<file path="src/rtl/obstacle_spawner.sv">
// Obstacle table for a lane game: timed spawns into free slots, downward motion on
// frame ticks, explicit retirement via kill, and lane anti-repeat near the top.
module obstacle_spawner #(
    parameter int NUM_OBS  = 4,
    parameter int Y_W      = 10,
    parameter int SCREEN_H = 480,
    parameter int BASE_GAP = 8,
    parameter int SPEED    = 2,
    parameter int MIN_SEP  = 64
) (
    input  logic                       clk,
    input  logic                       rst,
    input  logic [7:0]                 rnd,
    input  logic                       tick,
    input  logic                       enable,
    input  logic                       kill_valid,
    input  logic [$clog2(NUM_OBS)-1:0] kill_idx,
    output logic [NUM_OBS-1:0]         obs_active,
    output logic [3*NUM_OBS-1:0]       obs_lane,
    output logic [Y_W*NUM_OBS-1:0]     obs_y,
    output logic                       spawn_pulse,
    output logic                       drop_pulse,
    output logic [$clog2(NUM_OBS):0]   live_count
);

    localparam int IDX_W = $clog2(NUM_OBS);
    localparam int GAP_W = $clog2(BASE_GAP + 16);

    logic [NUM_OBS-1:0] active_q, active_n;
    logic [2:0]         lane_q [NUM_OBS];
    logic [2:0]         lane_n [NUM_OBS];
    logic [Y_W-1:0]     y_q    [NUM_OBS];
    logic [Y_W-1:0]     y_n    [NUM_OBS];
    logic [GAP_W-1:0]   gap_q, gap_n;
    logic [2:0]         last_lane_q, last_lane_n;
    logic [IDX_W-1:0]   last_idx_q, last_idx_n;
    logic               last_valid_q, last_valid_n;
    logic               spawn_n, drop_n;
    logic [IDX_W:0]     live_n;

    logic               advance;
    logic [NUM_OBS-1:0] kill_mask, free_mask;
    logic               found;
    logic [IDX_W-1:0]   sel;
    logic [2:0]         cand_lane;
    logic [Y_W:0]       ysum;
    logic               unused_rnd;

    assign unused_rnd = rnd[3];

    always_ff @(posedge clk) begin
        if (rst) begin
            active_q     <= '0;
            lane_q       <= '{default: '0};
            y_q          <= '{default: '0};
            gap_q        <= GAP_W'(BASE_GAP);
            last_lane_q  <= '0;
            last_idx_q   <= '0;
            last_valid_q <= 1'b0;
            spawn_pulse  <= 1'b0;
            drop_pulse   <= 1'b0;
            live_count   <= '0;
        end else begin
            active_q     <= active_n;
            lane_q       <= lane_n;
            y_q          <= y_n;
            gap_q        <= gap_n;
            last_lane_q  <= last_lane_n;
            last_idx_q   <= last_idx_n;
            last_valid_q <= last_valid_n;
            spawn_pulse  <= spawn_n;
            drop_pulse   <= drop_n;
            live_count   <= live_n;
        end
    end

    // Slot selection uses pre-event occupancy; a slot killed this cycle is masked out.
    always_comb begin
        advance   = tick & enable;
        kill_mask = '0;
        found     = 1'b0;
        sel       = '0;
        for (int unsigned i = 0; i < NUM_OBS; i++) begin
            if (kill_valid && (IDX_W'(i) == kill_idx)) kill_mask[i] = 1'b1;
        end
        free_mask = ~active_q & ~kill_mask;
        for (int unsigned i = 0; i < NUM_OBS; i++) begin
            if (free_mask[i] && !found) begin
                found = 1'b1;
                sel   = IDX_W'(i);
            end
        end
        cand_lane = rnd[2:0];
        if (last_valid_q && (rnd[2:0] == last_lane_q) && active_q[last_idx_q]
            && (y_q[last_idx_q] < Y_W'(MIN_SEP)))
            cand_lane = rnd[2:0] + 3'd1;
    end

    always_comb begin
        active_n     = active_q;
        lane_n       = lane_q;
        y_n          = y_q;
        gap_n        = gap_q;
        last_lane_n  = last_lane_q;
        last_idx_n   = last_idx_q;
        last_valid_n = last_valid_q;
        spawn_n      = 1'b0;
        drop_n       = 1'b0;
        ysum         = '0;
        if (advance) begin
            for (int unsigned i = 0; i < NUM_OBS; i++) begin
                if (active_q[i]) begin
                    ysum = {1'b0, y_q[i]} + (Y_W+1)'(SPEED);
                    if (ysum >= (Y_W+1)'(SCREEN_H)) begin
                        active_n[i] = 1'b0;
                        y_n[i]      = '0;
                    end else begin
                        y_n[i] = ysum[Y_W-1:0];
                    end
                end
            end
            if (gap_q != '0) begin
                gap_n = gap_q - GAP_W'(1);
            end else begin
                gap_n = GAP_W'(BASE_GAP) + GAP_W'(rnd[7:4]);
                if (found) begin
                    active_n[sel] = 1'b1;
                    y_n[sel]      = '0;
                    lane_n[sel]   = cand_lane;
                    last_lane_n   = cand_lane;
                    last_idx_n    = sel;
                    last_valid_n  = 1'b1;
                    spawn_n       = 1'b1;
                end else begin
                    drop_n = 1'b1;
                end
            end
        end
        for (int unsigned i = 0; i < NUM_OBS; i++) begin
            if (kill_mask[i]) begin
                active_n[i] = 1'b0;
                y_n[i]      = '0;
            end
        end
    end

    always_comb begin
        live_n = '0;
        for (int unsigned i = 0; i < NUM_OBS; i++)
            live_n = live_n + (IDX_W+1)'(active_n[i]);
    end

    always_comb begin
        obs_active = active_q;
        obs_lane   = '0;
        obs_y      = '0;
        for (int unsigned i = 0; i < NUM_OBS; i++) begin
            obs_lane[3*i +: 3]   = lane_q[i];
            obs_y[Y_W*i +: Y_W]  = y_q[i];
        end
    end

endmodule

</file>
<file path="config.mk">
export PLATFORM = sky130hd
export DESIGN_NAME = obstacle_spawner
export DESIGN_NICKNAME = d
export VERILOG_FILES = /design/src/rtl/obstacle_spawner.sv
export SDC_FILE = /design/constraint.sdc
export NUM_CORES = 1
export LEC_CHECK = 0
export BUFFER_PORTS_ARGS = -buffer_cell sky130_fd_sc_hd__buf_2
export CAP_MARGIN = 20
export CELL_PAD_IN_SITES_DETAIL_PLACEMENT = 0
export CELL_PAD_IN_SITES_GLOBAL_PLACEMENT = 2
export CORE_ASPECT_RATIO = 0.8
export CORE_MARGIN = 2
export CORE_UTILIZATION = 33
export CTS_CLUSTER_DIAMETER = 150
export CTS_CLUSTER_SIZE = 40
export DETAILED_ROUTE_END_ITERATION = 7
export GPL_ROUTABILITY_DRIVEN = 0
export GPL_TIMING_DRIVEN = 1
export PLACE_DENSITY_LB_ADDON = 0.1
export SYNTH_ARGS = -nofsm -noshare
export SYNTH_HDL_FRONTEND = slang
export SYNTH_SLANG_ARGS = --single-unit
</file>
<file path="constraint.sdc">
create_clock -name clk -period 3.45 [get_ports clk]
set_input_delay 0.345 -clock clk [delete_from_list [all_inputs] [get_ports clk]]
set_output_delay 0.345 -clock clk [all_outputs]
set_load 0.01 [all_outputs]
</file>
==> impl_summary.txt, run 1 <==
----------------------------------------------------
[Status]
  Status ... finished clean

[Route]
  DR vias ... 4008
  Wire length after detailed routing ... 12.1 mm
  Count of TritonRoute iterations in the first routing pass ... 4
  DR DRC count ... 0
  Avg WL per Cell ... 16.5 µm
  Drt initial violations ... 300
  Antenna Nets Post-Route ... 0
  Detailed-route vias per instance ... 5.49

[Setup path]
  Data arrival time at the worst-slack endpoint ... 3300 ps
  Type of element launching the critical path ... flop
  Critical path fanouts, max ... 6
  Crit Path Category ... reg2reg
  Slack of the worst reg-to-reg path ... 360 ps
  Beginning of the critical path ... obs_y[11]$_SDFFE_PP0P_
  Launch instance of the worst register-to-register path ... obs_y[11]$_SDFFE_PP0P_
  Sort of element at the end of the critical path ... flop
  Worst setup endpoint ... live_count[1]$_SDFF_PP0_
  Cell count of the worst reg-to-reg path ... 12
  Data required, critical path ... 3650 ps
  R2R Path End ... live_count[1]$_SDFF_PP0_

[Synthesis]
  Distinct cells, synth ... 71
  Post-Synth XOR/XNOR Area ... 1.50%
  Arithmetic-cell share of the synthesized area counting full adders, half adders and majority gates ... 2.93%
  Simple-gate area share of the yosys netlist ... 31.3%
  Summed instance area of the synthesized netlist ... 4100 µm²
  Share of the synthesized area in compound gates (AO/OA/AOI/OAI) ... 22.9%
  Cell count after synthesis ... 504
  Mean instance size in the synthesized netlist ... 8.13 µm²
  Share of the yosys chip area belonging to registers ... 35.2%
  Register bit count reported by yosys ... 72
  Dominant combinational cell family by area after synthesis ... simple AND/OR/NAND/NOR gates
  Total of warnings raised by yosys ... 0
  Net Count, Synth ... 528
  Most common flop cell mapped by yosys ... dfxtp_1
  Share of flip-flops with an asynchronous set or reset after synthesis ... 0%
  Share of synthesized area spent on multiplexers ... 1.59%
  Number of enable-type register cells in the synthesized netlist ... 0

[Power]
  PwrDens ... 386 nW/µm²
  Total power ... 1900 µW
  Leakage power ... 0.00201 µW
  Largest vdd supply drop ... 0.297 mV

[Final layout]
  Fill count ... 1308
  Number of antenna diodes ... 0
  Area delta synth->final ... 20.2%
  Layout cell share with drive strength beyond 1 ... 22.0%
  Commonest non-fill, non-tap cell in the layout ... buf_2
  Post-route design area ... 4920 µm²
  Commonest cells after routing, fill and taps aside ... buf_2 (74), dfxtp_1 (72), nor2_1 (59), nand2_1 (45), nand3_1 (25)
  Final core utilization ... 40.5%
  Net total in the final layout ... 598

[Floorplan]
  Core box area ... 12200 µm²
  IO Count ... 76
  Rows ... 36
  Starting density of the core ... 33.7%
  Area enclosed by the die boundary ... 13300 µm²
  Chip Height ... 104 µm
  Die outline width ... 129 µm

[Hold path]
  Min-delay worst type ... in2reg

[STA]
  Final count of hold timing violations ... 0
  Final setup vio count ... 0
  Setup repair after global routing missed its margin ... false
  Final period utilization ... 89.6%
  Minimum clock period ... 3090 ps
  Fin Setup TNS ... 0 ps
  Achievable Freq ... 323 MHz
  Final-layout worst hold slack ... 316 ps
  Transition time at the pin with the least slew margin ... 798 ps
  Worst slew margin ... 46.6%
  Final max-slew violation count ... 0
  Post-route clock skew ... 6.95 ps

[Placement]
  IO Port Bufs ... 74
  Placed cell area ... 4630 µm²
  HPWL Detailed ... 8.82 mm

[Global route]
  Antenna violations before repair ... 0
  Via count of the first global-routing pass ... 3582
  Total overflow reported by the global router ... 0
  Global router's overall resource usage ... 18.2%
  First-pass GRT wire length ... 19.2 mm
  Largest net degree at the start of global routing ... 35

[CTS]
  Number of clock sinks ... 72
  Clock slew at reported path FFs ... 60 ps
  Maximum clock insertion buffer count ... 2
  Number of clock buffers inserted by TritonCTS ... 9
  Clock tree from TritonCTS ... done
  Insertion delay of the later-clocked pin in the worst-skew pair ... 340 ps
  Clk Tree Root Cell ... clkbuf_16
  H-tree depth reported by CTS ... 3
  Total of hold buffers inserted after clock tree synthesis ... 0
  Post-cts resize count ... 0
  Number of buffers inserted by post-CTS setup repair ... 0

[Run]
  Max Cap Violations ... 0

----------------------------------------------------
state kept, by name, summed over array words and instances (netlist names):
name / flops
spawn_pulse: 1
live_count: 3
last_valid_q: 1
obs_y: 40
obs_active: 4
obs_lane: 12
drop_pulse: 1
last_lane_q: 3
gap_q: 5
last_idx_q: 2
cells by family after synthesis:
family | after synthesis
mux | 6
simple gates | 239
flops | 72
buf+inv | 44
compound gates | 127
xor+xnor | 7
fa+ha+maj | 9
stage by stage:
| step | setup WS (ps) | cells |
|---|---|---|
| global route | 94.8 | 730 |
| global placement | 374 | 715 |
| finish | 357 | 730 |
| floorplan | 455 | 504 |
| CTS | 335 | 730 |
| detailed placement | 366 | 715 |
synthesized netlist by cell type (all sizes together) (3+ instances only):
master	count	area (µm²)
ha	8	100
nor3b	4	51.3
or2	3	18.8
nor4b	3	32.5
dfxtp	72	1440
a31oi	6	37.5
or3	5	31.3
a22o	10	87.6
nand2b	6	37.5
a22oi	5	42.5
and3	9	56.3
nand2	45	169
nor4	8	65.1
o22ai	4	25.0
a21o	7	52.6
nor2	59	221
a21oi	20	100
nand3	25	125
or4b	4	40.0
nor2b	11	68.8
o31ai	5	42.5
nor3	23	136
o21a	6	45.0
inv	14	52.6
buf	13	70.1
and2	9	56.3
o211ai	4	30.0
clkbuf	17	63.8
a211oi	18	135
o21ai	15	75.1
mux2	4	45.0
o41ai	4	35.0
nand4	18	113
xnor2	5	43.8
a31o	3	26.3
final cells by class:
type                    count  area, µm²  share of cell area [%]
clock buffers              10        229                    4.65
inverters                  14       52.6                    1.07
clock inverters             5       58.8                    1.19
multi-input cells         388       2470                    50.1
flip-flops and latches     72       1440                    29.3
repair buffers             89        483                    9.81
well taps                 152        190                    3.86
critical path, cell delays in order (launching register included):
cell,delay [ps]
dfxtp_1,410
ha_1,260
nand3_1,170
xnor2_1,180
a211oi_1,80
or3_1,420
o21a_1,200
o21ai_0,240
fa_1,460
inv_1,70
ha_1,130
ha_1,220
nor2b_1,120
layer usage:
metal	track usage (%)	vias up	part of all wire [%]	wire length (µm)
met5	0	-	0	0
met4	5.36	0	1.1	134
met3	4.39	15	3.9	470
met2	26.4	84	43	5190
met1	26.8	1893	52	6270
li1	-	2016	-	-
worst min path at each step:
stage | from | to | slack, ps | depth (start not counted)
after floorplan | last_valid_q$_SDFFE_PP0P_ | last_valid_q$_SDFFE_PP0P_ | 440 | 2
after global placement | obs_y[20]$_SDFFE_PP0P_ | obs_y[20]$_SDFFE_PP0P_ | 440 | 1
after detailed placement | obs_y[20]$_SDFFE_PP0P_ | obs_y[20]$_SDFFE_PP0P_ | 440 | 1
after CTS | rnd[6] | gap_q[2]$_SDFFE_PP0P_ | 300 | 3
after global routing | rnd[4] | gap_q[0]$_SDFFE_PP0P_ | 340 | 3
final | rnd[6] | gap_q[2]$_SDFFE_PP0P_ | 320 | 3
power breakdown:
group | switching (µW) | leakage [µW] | internal (µW)
registers | 7.58 | 0.000581 | 839
logic | 87.8 | 0.00130 | 48.5
clock network | 363 | 0.000135 | 555
total | 458 | 0.00201 | 1440
Power figures use the tool's default switching activity.
==> run 2: changes to the inputs <==
==> constraint.sdc (replaced) <==
create_clock -name clk -period 3.45 [get_ports clk]
set_input_delay 0.69 -clock clk [delete_from_list [all_inputs] [get_ports clk]]
set_output_delay 0.69 -clock clk [all_outputs]
set_load 0.01 [all_outputs]
==> impl_summary.txt, run 2 (synthesis results as in run 1) <==
----------------------------------------------------
[Final layout]
  Net total in the final layout ... 598 (unchanged)
  Flip-flop count of the largest register after layout ... 40 (unchanged)
  Number of antenna diodes ... 0 (unchanged)
  Area delta synth->final ... 21.0% (was 20.2%)
  Layout cell share with drive strength beyond 1 ... 22.1% (was 22.0%)
  Commonest cells after routing, fill and taps aside ... buf_2 (74), dfxtp_1 (72), nor2_1 (59), nand2_1 (45), nand3_1 (25) (unchanged)
  Commonest non-fill, non-tap cell in the layout ... buf_2 (unchanged)

[CTS]
  Post-cts resize count ... 0 (unchanged)
  Number of clock sinks ... 72 (unchanged)
  H-tree depth reported by CTS ... 3 (unchanged)
  Number of clock buffers inserted by TritonCTS ... 9 (unchanged)
  Maximum clock insertion buffer count ... 2 (unchanged)
  Total of hold buffers inserted after clock tree synthesis ... 0 (unchanged)
  Insertion delay of the later-clocked pin in the worst-skew pair ... 340 ps (about the same)
  Clock slew at reported path FFs ... 60 ps (about the same)
  Number of buffers inserted by post-CTS setup repair ... 0 (unchanged)
  Clk Tree Root Cell ... clkbuf_16 (unchanged)
  Clock tree from TritonCTS ... done (unchanged)

[STA]
  Minimum clock period ... 3080 ps (was 3090 ps)
  Final max-slew violation count ... 0 (unchanged)
  Post-route clock skew ... 6.41 ps (was 6.95 ps)
  Final period utilization ... 89.4% (was 89.6%)
  Final WS setup ... 366 ps (was 357 ps)
  Achievable Freq ... 324 MHz (was 323 MHz)
  Setup repair after global routing missed its margin ... false (unchanged)
  Final-layout worst hold slack ... 442 ps (was 316 ps)
  Transition time at the pin with the least slew margin ... 802 ps (was 798 ps)
  Fin Setup TNS ... 0 ps (unchanged)
  Worst slew margin ... 46.3% (was 46.6%)
  Final count of hold timing violations ... 0 (unchanged)
  Final setup vio count ... 0 (unchanged)

[Setup path]
  R2R Path End ... live_count[1]$_SDFF_PP0_ (unchanged)
  Worst setup endpoint ... live_count[1]$_SDFF_PP0_ (unchanged)
  Slack of the worst reg-to-reg path ... 370 ps (was 360 ps)
  Data arrival time at the worst-slack endpoint ... 3290 ps (was 3300 ps)
  Launch instance of the worst register-to-register path ... obs_y[11]$_SDFFE_PP0P_ (unchanged)
  Type of element launching the critical path ... flop (unchanged)
  Critical path fanouts, max ... 6 (unchanged)
  Crit Path Category ... reg2reg (unchanged)
  Data required, critical path ... 3660 ps (was 3650 ps)
  Beginning of the critical path ... obs_y[11]$_SDFFE_PP0P_ (unchanged)
  Sort of element at the end of the critical path ... flop (unchanged)
  Cell count of the worst reg-to-reg path ... 12 (unchanged)

[Placement]
  IO Port Bufs ... 74 (unchanged)
  Placement Setup Slack ... 220 ps (was 366 ps)
  HPWL Detailed ... 8.77 mm (was 8.82 mm)

[Route]
  Count of TritonRoute iterations in the first routing pass ... 4 (unchanged)
  Avg WL per Cell ... 16.6 µm (was 16.5 µm)
  Drt initial violations ... 289 (was 300)
  DR vias ... 3986 (was 4008)
  DR DRC count ... 0 (unchanged)
  Detailed-route vias per instance ... 5.45 (was 5.49)
  Wire length after detailed routing ... 12.1 mm (about the same)
  Antenna Nets Post-Route ... 0 (unchanged)

[Floorplan]
  Area enclosed by the die boundary ... 13300 µm² (unchanged)
  IO Count ... 76 (unchanged)
  Rows ... 36 (unchanged)
  Core box area ... 12200 µm² (unchanged)
  Chip Height ... 104 µm (unchanged)
  Starting density of the core ... 33.7% (unchanged)
  Die outline width ... 129 µm (unchanged)

[Global route]
  Total overflow reported by the global router ... 0 (unchanged)
  Antenna violations before repair ... 0 (unchanged)
  Global router's overall resource usage ... 18.3% (was 18.2%)
  Via count of the first global-routing pass ... 3606 (was 3582)
  First-pass GRT wire length ... 19.3 mm (was 19.2 mm)
  Largest net degree at the start of global routing ... 35 (unchanged)

[Power]
  Leakage power ... 0.00202 µW (was 0.00201 µW)
  Switching part of the total ... 23.9% (was 24.1%)
  PwrDens ... 405 nW/µm² (was 386 nW/µm²)
  Share of total power in the clock network ... 50.9% (was 48.3%)
  Sequential share of power ... 42.2% (was 44.5%)
  Internal power ... 1530 µW (was 1440 µW)
  Switching power total ... 480 µW (was 458 µW)
  Largest vdd supply drop ... 0.228 mV (was 0.297 mV)
  Comb pwr share ... 6.9% (was 7.2%)

[Run]
  Max Cap Violations ... 0 (unchanged)

[Status]
  Status ... finished clean (unchanged)

[Hold path]
  Min-delay worst type ... reg2reg (was in2reg)

----------------------------------------------------
run 2: worst min-delay path by stage:
stage / startpoint / endpoint / slack [ps] / depth (start not counted)
floorplan: last_valid_q$_SDFFE_PP0P_ / last_valid_q$_SDFFE_PP0P_ / 440 / 2
global placement: obs_y[20]$_SDFFE_PP0P_ / obs_y[20]$_SDFFE_PP0P_ / 440 / 1
detailed placement: obs_y[20]$_SDFFE_PP0P_ / obs_y[20]$_SDFFE_PP0P_ / 440 / 1
CTS: obs_y[20]$_SDFFE_PP0P_ / obs_y[20]$_SDFFE_PP0P_ / 450 / 1
global route: obs_y[20]$_SDFFE_PP0P_ / obs_y[20]$_SDFFE_PP0P_ / 460 / 1
finish: obs_y[20]$_SDFFE_PP0P_ / obs_y[20]$_SDFFE_PP0P_ / 440 / 1
run 2: metal layers:
layer	part of all wire (%)	track usage [%]	vias up	wire length [µm]
met3	4.4	4.49	10	530
met5	0	0	-	0
met1	50	25.9	1889	6120
met4	1.0	4.81	0	122
met2	44	27.9	69	5370
li1	-	-	2018	-
run 2: final cells by class:
| type | instances | area, µm² |
|---|---|---|
| Multi-Input combinational cell | 388 | 2470 |
| Tap cell | 152 | 190 |
| Fill cell | 1292 | 7210 |
| Sequential cell | 72 | 1440 |
| Clock inverter | 6 | 92.6 |
| Timing Repair Buffer | 89 | 483 |
| Inverter | 14 | 52.6 |
| Clock buffer | 10 | 229 |
run 2: worst max-delay path: stages (launching register included):
cell	delay [ps]
dfxtp_1	410
ha_1	270
nand3_1	180
xnor2_1	180
a211oi_1	90
or3_1	400
o21a_1	200
o21ai_0	240
fa_1	460
inv_1	70
ha_1	130
ha_1	210
nor2b_1	120
run 2: stage by stage:
stage	power, µW	std cells	utilization [%]	cell area, µm²
global placement	1000	715	38.1	4630
finish	2010	731	40.8	4960
global route	2080	731	40.8	4960
CTS	2040	731	40.8	4960
detailed placement	1000	715	38.1	4630
floorplan	955	504	-	4100
run 2: power groups by stage:
stage	registers, µW	logic (µW)	clock network, µW
2_1_floorplan	864	90.8	0
3_3_place_gp	865	138	0
3_5_place_dp	866	138	0
4_1_cts	847	139	1050
5_1_grt	848	152	1080
6_report	847	138	1020
